## config.mk

```make
export PLATFORM = sky130hd
export DESIGN_NAME = sar_adc_ctrl
export DESIGN_NICKNAME = d
export VERILOG_FILES = /design/src/rtl/sar_adc_ctrl.sv
export SDC_FILE = /design/constraint.sdc
export NUM_CORES = 1
export LEC_CHECK = 0
export CAP_MARGIN = 20
export CORE_MARGIN = 2
export CORE_UTILIZATION = 40
export DETAILED_ROUTE_END_ITERATION = 16
export PLACE_DENSITY = 0.59
export SETUP_SLACK_MARGIN = 0.1
export SYNTH_ARGS = -nofsm -noshare
export SYNTH_HDL_FRONTEND = slang
export SYNTH_SLANG_ARGS = --single-unit
```

## constraint.sdc

```tcl
create_clock -name clk -period 3.33 [get_ports clk]
set_input_delay 0.999 -clock clk [delete_from_list [all_inputs] [get_ports clk]]
set_output_delay 0.999 -clock clk [all_outputs]
set_load 0.05 [all_outputs]
```

## src/rtl/sar_adc_ctrl.sv

```systemverilog
// sar_adc_ctrl
//   Successive-approximation ADC controller. Drives a DAC trial code,
//   resolves one bit per cycle from the external comparator (MSB first),
//   latches the final code and then streams it out serially (MSB first).
//   Supports single conversions on a selected mux channel and a
//   continuous round-robin mode over all channels.
//
// Ports:
//   clk          system clock, all state changes on the rising edge
//   clr          synchronous active-high reset
//   Start        begins a frame (only looked at in IDLE)
//   Continuous   repeat frames back to back, stepping through channels
//   ChanSel      channel for single mode, captured with Start
//   Compare      comparator: 1 when analog input >= B
//   B            DAC trial code
//   Chan         analog mux select, stable for a whole frame
//   LoadReg      one-cycle strobe while Result/ResultChan are loaded
//   Result       last converted code
//   ResultChan   channel that Result was taken from
//   DataMark     high while SerialOutput carries valid bits
//   SerialOutput serial copy of Result, MSB first
//   Busy         high whenever not IDLE
module sar_adc_ctrl #(
  parameter int N   = 8,
  parameter int CH  = 4,
  parameter int CHW = 2
) (
  input  logic           clk,
  input  logic           clr,
  input  logic           Start,
  input  logic           Continuous,
  input  logic [CHW-1:0] ChanSel,
  input  logic           Compare,
  output logic [N-1:0]   B,
  output logic [CHW-1:0] Chan,
  output logic           LoadReg,
  output logic [N-1:0]   Result,
  output logic [CHW-1:0] ResultChan,
  output logic           DataMark,
  output logic           SerialOutput,
  output logic           Busy
);

  typedef enum logic [1:0] {IDLE, CONV, LOAD, SHIFT} state_t;

  localparam logic [N-1:0] FIRST_TRIAL = {1'b1, {(N-1){1'b0}}};

  state_t       state;
  // One-hot pointer: in CONV it marks the bit under test, in SHIFT it
  // tracks how many bits remain; the frame phase ends when bit 0 is set.
  logic [N-1:0] mask;
  // Remaining serial bits, MSB is the next bit to present.
  logic [N-1:0] shreg;

  always_ff @(posedge clk) begin
    if (clr) begin
      state        <= IDLE;
      mask         <= '0;
      shreg        <= '0;
      B            <= '0;
      Chan         <= '0;
      LoadReg      <= 1'b0;
      Result       <= '0;
      ResultChan   <= '0;
      DataMark     <= 1'b0;
      SerialOutput <= 1'b0;
      Busy         <= 1'b0;
    end else begin
      case (state)
        IDLE: begin
          if (Start) begin
            state <= CONV;
            Busy  <= 1'b1;
            B     <= FIRST_TRIAL;
            mask  <= FIRST_TRIAL;
            // In continuous mode the round-robin position is kept.
            if (!Continuous) begin
              Chan <= (int'(ChanSel) < CH) ? ChanSel : '0;
            end
          end
        end

        CONV: begin
          // Clear the tested bit if the input is below the trial code,
          // then raise the next lower bit as the new trial.
          B    <= (Compare ? B : (B & ~mask)) | (mask >> 1);
          mask <= mask >> 1;
          if (mask[0]) begin
            state   <= LOAD;
            LoadReg <= 1'b1;
          end
        end

        LOAD: begin
          state        <= SHIFT;
          LoadReg      <= 1'b0;
          Result       <= B;
          ResultChan   <= Chan;
          DataMark     <= 1'b1;
          SerialOutput <= B[N-1];
          shreg        <= B << 1;
          mask         <= FIRST_TRIAL;
        end

        SHIFT: begin
          SerialOutput <= shreg[N-1];
          shreg        <= shreg << 1;
          mask         <= mask >> 1;
          if (mask[0]) begin
            DataMark     <= 1'b0;
            SerialOutput <= 1'b0;
            if (Continuous) begin
              state <= CONV;
              B     <= FIRST_TRIAL;
              mask  <= FIRST_TRIAL;
              Chan  <= (int'(Chan) == CH - 1) ? '0 : Chan + CHW'(1);
            end else begin
              state <= IDLE;
              B     <= '0;
              Busy  <= 1'b0;
            end
          end
        end

        default: begin
          state <= IDLE;
          B     <= '0;
          Busy  <= 1'b0;
        end
      endcase
    end
  end

endmodule

```

==> out/metrics.yaml <==
cts_resized: 0
htreeDepth: 2
vdd_ir_drop_max_mv: 0.549
clockRootBuffer: "clkbuf_8"
timing.rr.end: "B[4]"
cts_tree: "done"
period_share: 0.759
grt_pass1_vias: 1422
drt_first_pass_iters: 4
synth_nets: 240
antenna_cells: 0
min_to: "Result[2]"
arrival_ns: 1.53
min_path_cells: 2
period_needed_ns: 2.53
start_util: 0.412
min_from: "Result[2]"
dpl.hpwl_um: 2750
synthCells: 225
worstSetupStartpointType: "flop"
hold_buffers: 0
cap_viol_max_count: 0
grt_usage: 0.161
crit_chain: "clkdlybuf4s50_1"
min_path_type: "flop to flop"
num_vias: 1607
layoutNonFillerInstCount: 318
r2r_slack_ns: 1.36
tightest_slew_ns: 0.620
grt_pass1_wl_um: 6740
max_freq_ghz: 0.396
dieArea_um2: 5440
utilization: 0.500
rsz0062_at_grt: "false"
core_region_area_um2: 4720
cts_max_path_buffers: 2
critPathRequiredTime_ns: 2.33
slew_viol_final: 0
timing.rr.start: "state[1]"
yosysWarnings: 0
seq_area_frac_synth: 0.422
drt_iter0_markers: 82
io_pins: 31
synth-edff-count: 0
clock_latency_ns: 0.29
ant_nets: 0
numCtsBuffers: 5
crit_type: "flop to output port"
cts_setup_buffers: 0
clk_pin_slew_ns: 0.08
r2r_cells: 5
drive_above_1_share: 0.0797
end_kind: "output port"
finClkSkew_ns: 0.00393
fin_tns_setup_ns: 0
cpLargestDelayFamily: "buffers and inverters"
syn_area_um2: 1950
holdWs_ns: 0.471
num_rows: 25
path_buf_inv: 1
synth.distinct_cells: 34
p_leak_nw: 0.804
area_growth_pct: 21.2
final_cell_mix: "dfxtp_1, a21oi_1, clkdlybuf4s50_1"
syn_avg_cell_area_um2: 8.65
drc_errors: 0
drt_wl_total_um: 4020
status: "complete, no violations"
antenna_found_initial: 0
io_buffers: 30
relSlewSlack: 0.587
ys_async_sr_fraction: 0
grt_overflow: 0
die_y_um: 73.8
place.gp.congestion: 0.804
crit_fanout: 5
cts.sinks: 41
p_per_area_nw_per_um2: 710
vias_per_cell: 5.05
wl_per_cell_um: 12.7
setup_viol: 0
ys.flop_type: "dfxtp_1"
critical-path-max-stage-delay_ns: 0.83
cpMaxStageDelayCell: "clkdlybuf4s50_1"
ys_ff_latch: 41
grt_start_max_net_pins: 41
nNetsFinal: 265
dieWidth_um: 73.8
finalPower_w: 0.00168
final_hold_viol_count: 0
dp_cells: 310
[synthesized netlist by cell type (5+ instances only)]
cell type	count	area, um^2
mux2i_1	9	90.1
buf_2	7	35.0
dfxtp_1	41	821
o21ai_1	6	30.0
nor2_1	22	82.6
ha_1	8	100
a21oi_1	41	205
nand3_1	7	35.0
nand2_1	22	82.6
nand2b_1	16	100
clkbuf_1	5	18.8
[where the power goes]
part           leakage (nW)  total (W)  internal, W  switching [W]
Clock                0.0439   0.000319     0.000145       0.000174
Sequential            0.332   0.000604     0.000550      0.0000540
Combinational         0.428   0.000752     0.000290       0.000463
Total                 0.804    0.00168     0.000985       0.000691
[worst max-delay path by stage]
stage	startpoint	to	slack, ns	cells after the start
floorplan	Continuous	Chan[0]	1.48	4
global placement	Start	state[0]	0.80	5
detailed placement	Start	state[0]	0.78	5
CTS	B[7]	B[7]	0.78	1
global route	B[7]	B[7]	0.72	1
finish	B[7]	B[7]	0.80	1
[final cells by class]
type / count / area [um^2]
clock inverter: 3 / 17.5
multi-input combinational: 165 / 1030
tap: 67 / 83.8
inverter: 5 / 18.8
sequential: 41 / 821
timing repair buffer: 32 / 315
fill: 461 / 2360
clock buffer: 5 / 68.8
[worst min-delay path, stage by stage (launching register included)]
cell and delay (ns):
dfxtp_1 0.31, nand2b_1 0.06, a21oi_1 0.05
[per-layer routing]
metal	part of all wire	wire (um)	global-route usage
met5	0	0	0
met4	0.015	60	0.0545
met3	0.025	102	0.0412
met2	0.45	1790	0.246
met1	0.51	2070	0.219
[metrics by stage]
stage	setup slack [ns]	cell area, um^2
finish	0.802	2360
global route	0.722	2360
CTS	0.783	2360
detailed placement	0.776	2270
global placement	0.803	2270
floorplan	1.48	1950
[sequential cells by signal (all words and copies together) (netlist names)]
signal	flops
B	8
Result	8
mask	8
shreg	7
Chan	2
ResultChan	2
state	2
Busy	1
DataMark	1
LoadReg	1
SerialOutput	1
[cell families after synthesis]
kind of cell               Yosys count  share of synthesized area
muxes                               10                     0.0521
DFF                                 41                      0.422
and+or+nand+nor                     82                      0.222
AOI/OAI and AO/OA                   65                      0.206
buffers and inverters               19                     0.0469
adders and majority gates            8                     0.0514
Note: power is estimated with default switching activity, not from simulation.
